`src/rtl/bcd_entry.sv`:
```
`default_nettype none
// +----------------------------------------------------------------------+
// | bcd_entry : debounced keypad entry of 4 BCD digits, BCD->binary conv  |
// | Revision  : 1.0                                                       |
// +----------------------------------------------------------------------+
module bcd_entry #(
  parameter int DEBOUNCE_CYCLES = 500000,
  parameter int CNT_W           = 19
) (
  input  logic        clk,
  input  logic        rst,
  input  logic        key_digit_n,
  input  logic        key_enter_n,
  input  logic        key_clear_n,
  input  logic [3:0]  sw_digit,
  output logic [15:0] bcd_out,
  output logic [13:0] value,
  output logic        valid,
  output logic        busy,
  output logic        err
);

  typedef enum logic [1:0] {
    S_IDLE = 2'd0,
    S_CONV = 2'd1,
    S_DONE = 2'd2
  } state_t;

  logic [2:0]  w_raw_n;
  logic [2:0]  w_press;
  logic [3:0]  w_nib;
  logic [13:0] w_acc_next;
  logic [15:0] w_mask;

  state_t      r_state;
  logic [15:0] r_work;
  logic [13:0] r_acc;
  logic [1:0]  r_idx;
  logic [2:0]  r_count;

  // bit 2 = clear, bit 1 = enter, bit 0 = digit
  assign w_raw_n = {key_clear_n, key_enter_n, key_digit_n};

  generate
    for (genvar gi = 0; gi < 3; gi++) begin : g_key
      logic             r_sync1;
      logic             r_sync2;
      logic             r_deb;
      logic             r_press;
      logic [CNT_W-1:0] r_cnt;

      always_ff @(posedge clk) begin
        if (!rst) begin
          r_sync1 <= 1'b1;
          r_sync2 <= 1'b1;
          r_deb   <= 1'b1;
          r_press <= 1'b0;
          r_cnt   <= '0;
        end else begin
          r_sync1 <= w_raw_n[gi];
          r_sync2 <= r_sync1;
          r_press <= 1'b0;
          if (r_sync2 == r_deb) begin
            r_cnt <= '0;
          end else if (r_cnt == CNT_W'(DEBOUNCE_CYCLES - 1)) begin
            // Only a released->pressed flip (old level 1) is a press event.
            r_deb   <= r_sync2;
            r_cnt   <= '0;
            r_press <= r_deb;
          end else begin
            r_cnt <= r_cnt + CNT_W'(1);
          end
        end
      end

      assign w_press[gi] = r_press;
    end
  endgenerate

  assign w_nib      = r_work[{r_idx, 2'b00} +: 4];
  assign w_acc_next = (r_acc << 3) + (r_acc << 1) + {10'd0, w_nib};

  // Positions never filled since the last clear contribute zero.
  always_comb begin
    w_mask = 16'h0000;
    case (r_count)
      3'd1:    w_mask = 16'h000F;
      3'd2:    w_mask = 16'h00FF;
      3'd3:    w_mask = 16'h0FFF;
      3'd4:    w_mask = 16'hFFFF;
      default: w_mask = 16'h0000;
    endcase
  end

  always_ff @(posedge clk) begin
    if (!rst) begin
      r_state <= S_IDLE;
      r_work  <= 16'h0000;
      r_acc   <= 14'd0;
      r_idx   <= 2'd0;
      r_count <= 3'd0;
      bcd_out <= 16'h0000;
      value   <= 14'd0;
      valid   <= 1'b0;
      busy    <= 1'b0;
      err     <= 1'b0;
    end else begin
      valid <= 1'b0;
      case (r_state)
        S_IDLE: begin
          if (w_press[2]) begin
            bcd_out <= 16'h0000;
            r_count <= 3'd0;
            err     <= 1'b0;
          end else if (w_press[1]) begin
            r_work  <= bcd_out & w_mask;
            r_acc   <= 14'd0;
            r_idx   <= 2'd3;
            busy    <= 1'b1;
            r_state <= S_CONV;
          end else if (w_press[0]) begin
            if (sw_digit <= 4'd9) begin
              bcd_out <= {bcd_out[11:0], sw_digit};
              if (r_count != 3'd4) begin
                r_count <= r_count + 3'd1;
              end
              err <= 1'b0;
            end else begin
              err <= 1'b1;
            end
          end
        end
        S_CONV: begin
          r_acc <= w_acc_next;
          r_idx <= r_idx - 2'd1;
          if (r_idx == 2'd0) begin
            r_state <= S_DONE;
          end
        end
        S_DONE: begin
          value   <= r_acc;
          valid   <= 1'b1;
          busy    <= 1'b0;
          bcd_out <= 16'h0000;
          r_count <= 3'd0;
          r_state <= S_IDLE;
        end
        default: r_state <= S_IDLE;
      endcase
    end
  end

endmodule
`default_nettype wire

```
`config.mk`:
```
export PLATFORM = sky130hd
export DESIGN_NAME = bcd_entry
export DESIGN_NICKNAME = d
export VERILOG_FILES = /design/src/rtl/bcd_entry.sv
export SDC_FILE = /design/constraint.sdc
export NUM_CORES = 1
export LEC_CHECK = 0
export ABC_AREA = 1
export CAP_MARGIN = 10
export CORE_UTILIZATION = 50
export DETAILED_ROUTE_END_ITERATION = 8
export GPL_TIMING_DRIVEN = 0
export PLACE_DENSITY_LB_ADDON = 0.05
export SYNTH_ARGS = -nofsm -noshare
export SYNTH_HDL_FRONTEND = slang
export SYNTH_SLANG_ARGS = --single-unit
```
`constraint.sdc`:
```
create_clock -name clk -period 4.93 [get_ports clk]
set_clock_uncertainty 0.15 [all_clocks]
set_input_delay 0.986 -clock clk [delete_from_list [all_inputs] [get_ports clk]]
set_output_delay 0.986 -clock clk [all_outputs]
set_load 0.01 [all_outputs]
```
Word-level counts from Yosys, hierarchy flattened
Index checks and enable logic that the tools add are counted.
- word-level logic and storage cells: 115
- output and inout port bits: 33
- input bits: 9
- bits in registers: 139
- equality and inequality tests: 21
- $lt $le $gt $ge: 1
- reduce and logical (&&, ||, !) cells: 21
- $add $sub $neg: 7
- shift-type cells: 1
- bitwise operators: 9
- mux-type cells: 30
- operator list (operator ; number):
    $mux W16 ; 4
    $pmux W16 S4 ; 1
    $add A19 B1 Y19 const B ; 3
    $eq A19 B19 Y1 const B ; 3
    $pmux W16 S2 ; 1
    $mux W14 ; 2
    $pmux W14 S2 ; 1
    $reduce_or A3 Y1 ; 6
    $and A16 B16 Y16 ; 1
    $shiftx A16 B5 Y4 ; 1
    $mux W3 ; 5
    $ne A3 B3 Y1 const B ; 5
    $reduce_and A3 Y1 ; 5
    $add A14 B14 Y14 ; 1
    $add A14 B4 Y14 ; 1
    $mux W2 ; 5
    $not A1 Y1 ; 8
    $pmux W2 S2 ; 2
    $mux W1 ; 7
    $eq A3 B2 Y1 const B ; 2
    $ne A2 B2 Y1 const B ; 3
    $pmux W3 S2 ; 1
    $reduce_and A2 Y1 ; 3
    $reduce_bool A2 Y1 ; 3
    other kinds (13) ; 16

Longest topological paths before layout
Gate-level depths: netlist of run 1.
- depth in word-level cells: 7
- depth in mapped cells: 16
- mapped depth without buffers: 15

Least setup slack after synthesis of run 1
No wires, ideal clock.
- path kind: register to register
- from: register r_idx[0]
- to: register r_acc[10]
- arrival: 2.293 ns
- required time: 4.648 ns
- slack: 2.355 ns
- path buffers: 1
- cell stages (with the launch flop): 15
- period minus slack after synthesis: 2.575 ns
- cell sequence: dfxtp_1 -> buf_2 -> clkinv_1 -> nand2_1 -> a32o_1 -> fa_1 -> fa_1 -> inv_1 -> nand3_1 -> nand3_1 -> nand2_1 -> nand2_1 -> nand2_1 -> nand3_1 -> a21oi_1
- word-level cells in the longest chain between the ends: 3
- RTL lines (element ; line ; source):
    from (decl) ; 38 ; logic [1:0] r_idx;
    from (signal assigned) ; 135 ; r_idx <= r_idx - 2'd1;
    $shiftx A16 B5 Y4 ; 80 ; assign w_nib = r_work[{r_idx, 2'b00} +: 4];
    $add A14 B4 Y14 ; 81 ; assign w_acc_next = (r_acc << 3) + (r_acc << 1) + {10'd0, w_nib};
    $pmux W14 S2 ; 109 ; case (r_state)
    to (signal assigned) ; 134 ; r_acc <= w_acc_next;
    to (decl) ; 37 ; logic [13:0] r_acc;
No other way between the ends.
A chain may end at the register's enable or synchronous reset.

Worst setup path after layout of run 1
- from: register r_idx[0]
- to: register r_acc[8]
Same word-level chain as after synthesis.

==> impl_metrics.env, run 1 <==
export IMPL_outcome="complete, no violations"
export IMPL_synth_nets=991
export IMPL_worstHoldPathCells=1
export IMPL_layout_commonest_cell="nand2_1"
export IMPL_cp_num_buf_inv=4
export IMPL_irDropWorstVdd_uv=254
export IMPL_final_hold_viol_count=0
export IMPL_track_usage_pct=22.9
export IMPL_post_cts_buffers=0
export IMPL_numClockSinks=139
export IMPL_synth_xor_area_share_pct=2.15
export IMPL_synthMuxAreaShare_pct=0
export IMPL_cellLeakagePower_nw=3.23
export IMPL_hold_end="g_key[1].r_sync2"
export IMPL_pin_count=42
export IMPL_drt_iter0_drc=381
export IMPL_synth_adder_area_share_pct=6.01
export IMPL_port_buffers=41
export IMPL_grt_pass1_wl_um=26200
export IMPL_num_antenna_cells=0
export IMPL_max_freq_mhz=328
export IMPL_row_count=42
export IMPL_grt_pass1_vias=5683
export IMPL_rsz0062_at_grt="no"
export IMPL_drive_above_1_share_pct=9.29
export IMPL_cpLargestDelayFamily="adder cells"
export IMPL_wl_per_cell_um=12.9
export IMPL_vias=6083
export IMPL_drc=0
export IMPL_first_pass_iters=4
export IMPL_min_path_type="reg2reg"
export IMPL_wl_um=15500
export IMPL_htree_levels=4
export IMPL_synth_top_family_by_area="simple AND/OR/NAND/NOR gates"
export IMPL_arrival_ps=3240
export IMPL_grt_start_max_net_pins=17
export IMPL_path_class="reg2reg"
export IMPL_start_kind="register"
export IMPL_grt_overflow=0
export IMPL_detail_route_antenna_nets=0
export IMPL_antenna_found_initial=0
export IMPL_synthSimpleGateAreaFrac_pct=33.0
export IMPL_hold_slack_ps=262
export IMPL_maxCapViolations=0
export IMPL_synth_edf_count=0
export IMPL_initial_core_util_pct=51.8
export IMPL_period_share_pct=61.9
export IMPL_die_area_um2=14300
export IMPL_ys_types=46
export IMPL_fillCellCount=1269
export IMPL_clock_latency_ps=420
export IMPL_gp_congestion=0.851
export IMPL_ys_seq_area_share_pct=40.2
export IMPL_cts_buffer_depth=2
export IMPL_cp_end_kind="register"
export IMPL_syn_area_per_cell_um2=7.28
export IMPL_fin_nets=1051
export IMPL_cpMostUsedCell="nand3_1"
export IMPL_postCtsResizedCells=0
export IMPL_clk_pin_slew_ps=60
export IMPL_cts_tree="built"
export IMPL_coreArea_um2=13300
export IMPL_dieWidth_um=120
export IMPL_fin_util_pct=61.1
export IMPL_max_slew_margin_pct=58.6
export IMPL_final_max_slew_violation_count=0
export IMPL_hold_start="g_key[1].r_sync1"
export IMPL_final_cell_area_um2=8160
export IMPL_placed_area_um2=7550
export IMPL_power_density_nw_per_um2=304
export IMPL_synth_compound_area_share_pct=10.5
export IMPL_dp_hpwl_um=11200
export IMPL_setup_viol=0
export IMPL_finalCriticalPeriod_ps=3050
export IMPL_hold_buffers=0
export IMPL_vias_per_cell=5.07
export IMPL_worstReg2RegStart="r_idx[0]"
export IMPL_synth_seq_cells=139
export IMPL_numCtsBuffers=17
export IMPL_netlist_area_um2=6920
export IMPL_synthFlopType="dfxtp_1"
export IMPL_ff2ff_path_depth=15
export IMPL_synthArstFlopShare_pct=0
export IMPL_crit_chain="buf_2, clkinv_1, o21ai_0, o22ai_1, ha_1, ha_1, inv_1, fa_1, inv_1, nand3_1, nand3_1, nand2_1, nand3b_1, nand3_1, a21oi_1"
export IMPL_rr_endpoint="r_acc[8]"
export IMPL_syn_instance_count=950
export IMPL_max_slew_worst_pin_slew_ps=615
export IMPL_critPathMaxStageDelay_ps=370
export IMPL_fp_dieH_um=120
export IMPL_cp_max_fo=10
export IMPL_fin_tns_setup_ps=0
export IMPL_final_cell_mix="nand2_1, dfxtp_1, nor2_1, inv_1, a21oi_1"
export IMPL_area_growth_pct=18.0
export IMPL_r2r_slack_ps=1880
export IMPL_yosysWarnings=0
export IMPL_root_buffer="clkbuf_16"
export IMPL_crit_required_ps=5120
export IMPL_cp_slowest_cell="fa_1"
==> layer usage <==
metal	track usage [%]	vias to the layer above	share of wire, %
met5	0	-	0
met4	7.11	0	1.4
met3	5.09	18	2.5
met2	37.7	67	46
met1	29.7	2769	50
li1	-	3229	-
==> logic make-up (layout without fill, tap and decap cells) <==
group,count (synthesis),count (layout)
compound gates,130,130
flops,139,139
xor+xnor,17,17
buf+inv,134,207
fa+ha+maj,32,32
simple gates,498,498
==> state kept, by name, indices dropped and copies added, names as in the netlist <==
name and count:
r_acc 14, g_key.r_sync1 3, err 1, valid 1, r_idx 2, r_state 2
r_count 3, g_key.r_cnt 57, value 14, g_key.r_press 3, busy 1, bcd_out 16
r_work 16, g_key.r_sync2 3, g_key.r_deb 3
==> layout make-up <==
| type | count | area [um^2] | area share (%) |
|---|---|---|---|
| Buffer | 21 | 133 | 1.63 |
| Clock buffer | 23 | 478 | 5.86 |
| Clock inverter | 9 | 136 | 1.67 |
| Inverter | 113 | 424 | 5.20 |
| Multi-Input combinational cell | 677 | 3580 | 43.8 |
| Sequential cell | 139 | 2780 | 34.1 |
| Tap cell | 176 | 220 | 2.70 |
| Timing Repair Buffer | 41 | 410 | 5.03 |
==> synth_stat cells, drive strengths merged, types with 2 or more instances <==
master | number | area (um^2)
clkinv | 2 | 7.51
nor3 | 30 | 193
fa | 2 | 40.0
xnor2 | 5 | 43.8
xor2 | 12 | 105
nand4 | 22 | 138
a22oi | 15 | 113
ha | 30 | 375
a31oi | 2 | 12.5
clkbuf | 6 | 22.5
nand3b | 5 | 37.5
nand3 | 67 | 355
o21ai | 39 | 203
buf | 15 | 110
dfxtp | 139 | 2780
o22ai | 2 | 12.5
nor4 | 5 | 37.5
nor2 | 130 | 548
a211oi | 2 | 20.0
nor3b | 3 | 22.5
or2 | 14 | 87.6
a21oi | 66 | 334
inv | 111 | 417
nand2 | 221 | 860
==> worst max path at each step <==
stage,startpoint,to,depth (start not counted),slack (ps)
floorplan,r_idx[0],r_acc[10],14,2350
global placement,r_idx[0],r_acc[10],16,1990
detailed placement,r_idx[0],r_acc[10],16,1940
CTS,r_idx[0],r_acc[8],15,1880
global route,r_idx[0],r_acc[8],16,1590
finish,r_idx[0],r_acc[8],15,1880
==> power breakdown <==
| group | switching, mW | leakage, nW | internal, mW |
|---|---|---|---|
| Sequential | 0.00171 | 1.12 | 1.13 |
| Combinational | 0.0219 | 1.82 | 0.0121 |
| Clock | 0.477 | 0.294 | 0.838 |
| Total | 0.501 | 3.23 | 1.98 |
==> stage by stage <==
stage	std cells	power [mW]	worst slack, ps
after floorplan	950	1.17	2350
final	1199	2.48	1880
after global routing	1199	2.55	1590
after detailed placement	1167	1.19	1940
after global placement	1167	1.19	1990
after CTS	1199	2.50	1880
Note: power is estimated with default switching activity, not from simulation.
==> run 2: changes to the inputs <==
clock period = 2.5 ns   (was 4.93 ns; I/O delays follow)
==> impl_metrics.env, run 2 (synthesis gave the netlist of run 1 again) <==
export IMPL_outcome="complete, but fails checks"
export IMPL_violations="negative setup slack"
export IMPL_num_antenna_cells=0
export IMPL_antenna_found_initial=0
export IMPL_crit_required_ps=2630
export IMPL_startpoint="r_idx[0]"
export IMPL_setup_ws_ps=-22.4
export IMPL_cellLeakagePower_nw=3.28
export IMPL_worstReg2RegStart="r_idx[0]"
export IMPL_grt_overflow=0
export IMPL_port_buffers=41
export IMPL_gp_congestion=0.836
export IMPL_hold_buffers=0
export IMPL_top_register="g_key.r_cnt"
export IMPL_path_class="reg2reg"
export IMPL_final_cell_mix="nand2_1, dfxtp_1, nor2_1, inv_1, a21oi_1"
export IMPL_setup_worst_path_end="r_acc[10]"
export IMPL_setup_viol=4
export IMPL_finalCriticalPeriod_ps=2520
export IMPL_power_density_nw_per_um2=582
export IMPL_wl_per_cell_um=13.2
export IMPL_total_power_mw=4.84
export IMPL_drc=0
export IMPL_finalNonFillerCells=1205
export IMPL_detail_route_antenna_nets=0
export IMPL_max_slew_worst_pin_slew_ps=719
export IMPL_clock_latency_ps=420
export IMPL_numCtsBuffers=17
export IMPL_numClockSinks=139
export IMPL_grt_pass1_wl_um=27100
export IMPL_max_slew_margin_pct=51.6
export IMPL_coreArea_um2=13300
export IMPL_track_usage_pct=23.7
export IMPL_fp_dieH_um=120
export IMPL_cts_buffer_depth=2
export IMPL_grt_pass1_vias=5853
export IMPL_rr_endpoint="r_acc[10]"
export IMPL_start_kind="register"
export IMPL_die_area_um2=14300
export IMPL_drt_iter0_drc=346
export IMPL_wl_um=15900
export IMPL_row_count=42
export IMPL_vias_per_cell=5.09
export IMPL_vias=6132
export IMPL_first_pass_iters=5
export IMPL_dp_hpwl_um=11600
export IMPL_htree_levels=4
export IMPL_area_growth_pct=20.2
export IMPL_cp_max_fo=7
export IMPL_arrival_ps=2650
export IMPL_layout_commonest_cell="nand2_1"
export IMPL_final_max_slew_violation_count=0
export IMPL_maxCapViolations=0
export IMPL_ff2ff_path_depth=13
export IMPL_top_regs="g_key.r_cnt: 57 flops, bcd_out: 16 flops, r_work: 16 flops"
export IMPL_min_path_type="reg2reg"
export IMPL_irDropWorstVdd_uv=559
export IMPL_pin_count=42
export IMPL_root_buffer="clkbuf_16"
export IMPL_placed_cells=1167
export IMPL_max_freq_mhz=396
export IMPL_fin_nets=1057
export IMPL_cp_end_kind="register"
export IMPL_clk_pin_slew_ps=60
export IMPL_initial_core_util_pct=51.8
export IMPL_grt_start_max_net_pins=17
export IMPL_rsz0062_at_grt="yes"
export IMPL_r2r_slack_ps=-20
export IMPL_period_share_pct=101
export IMPL_final_hold_viol_count=0
export IMPL_largest_reg_flops=57
export IMPL_drive_above_1_share_pct=12.6
export IMPL_cts_tree="built"
export IMPL_dieWidth_um=120
## run 2: cell count changes in the layout (fill, tap and decap cells not counted), moves of 4 or more
| cell | change |
|---|---|
| nand2_2 | +5 |
| buf_4 | +6 |
| nand2_1 | -5 |
| nand3_1 | -5 |
| clkinv_2 | +4 |
| o21ai_0 | -4 |
## run 2: timing repair
item                       in CTS  in global routing
setup endpoints to repair       9                  9
hold endpoints to repair        0                  0
pin swaps                       8                 12
buffers inserted                6                  1
resized for setup              21                 13
cloned                          0                  0
## run 2: layout make-up
class | count | area [um^2]
plain buffers | 20 | 128
clock buffers | 17 | 425
clock inverters | 15 | 173
fillers | 1265 | 5040
inverters | 113 | 432
multi-input cells | 677 | 3680
flip-flops and latches | 139 | 2790
well taps | 176 | 220
repair buffers | 48 | 467
## run 2: per-layer routing
layer,routed length (um),vias to the layer above,GRT usage (%)
li1,-,3243,-
met1,7810,2786,30.9
met2,7280,83,38.3
met3,570,20,5.04
met4,216,0,8.75
met5,0,-,0
## run 2: through the flow
| step | area, um^2 | setup TNS, ps | setup slack, ps | utilization [%] | hold slack, ps |
|---|---|---|---|---|---|
| 3_5_place_dp | 7560 | -1640 | -299 | 56.6 | 248 |
| 2_1_floorplan | 6930 | 0 | 17.5 | - | 243 |
| 5_1_grt | 8310 | -800 | -124 | 62.3 | 285 |
| 3_3_place_gp | 7560 | -1490 | -267 | 56.6 | 243 |
| 4_1_cts | 8250 | 0 | 19.3 | 61.8 | 262 |
| 6_report | 8310 | -36.1 | -22.4 | 62.3 | 262 |
## run 2: worst min path at each step
stage | slack [ps] | cells past startpoint | endpoint | start
floorplan | 240 | 1 | g_key[0].r_sync2 | g_key[0].r_sync1
global placement | 240 | 1 | g_key[0].r_sync2 | g_key[0].r_sync1
detailed placement | 250 | 1 | g_key[0].r_sync2 | g_key[0].r_sync1
CTS | 260 | 1 | g_key[0].r_sync2 | g_key[0].r_sync1
global route | 280 | 1 | g_key[2].r_sync2 | g_key[2].r_sync1
finish | 260 | 1 | g_key[0].r_sync2 | g_key[0].r_sync1
## run 2: where the power goes
part           switching (mW)  internal (mW)
logic                  0.0437         0.0239
registers             0.00334           2.22
clock network           0.981           1.57
## run 2: worst max-delay path, cell delays in order (launching register included)
cell and delay, ps:
dfxtp_4 380, clkinv_4 80, nand2_2 40, a32o_2 280, fa_2 490, fa_2 380, inv_2 90, nand3_1 80
nand3_2 110, nand2_2 70, nand2_1 60, nand2_1 40, nand3_1 80, a21oi_1 70
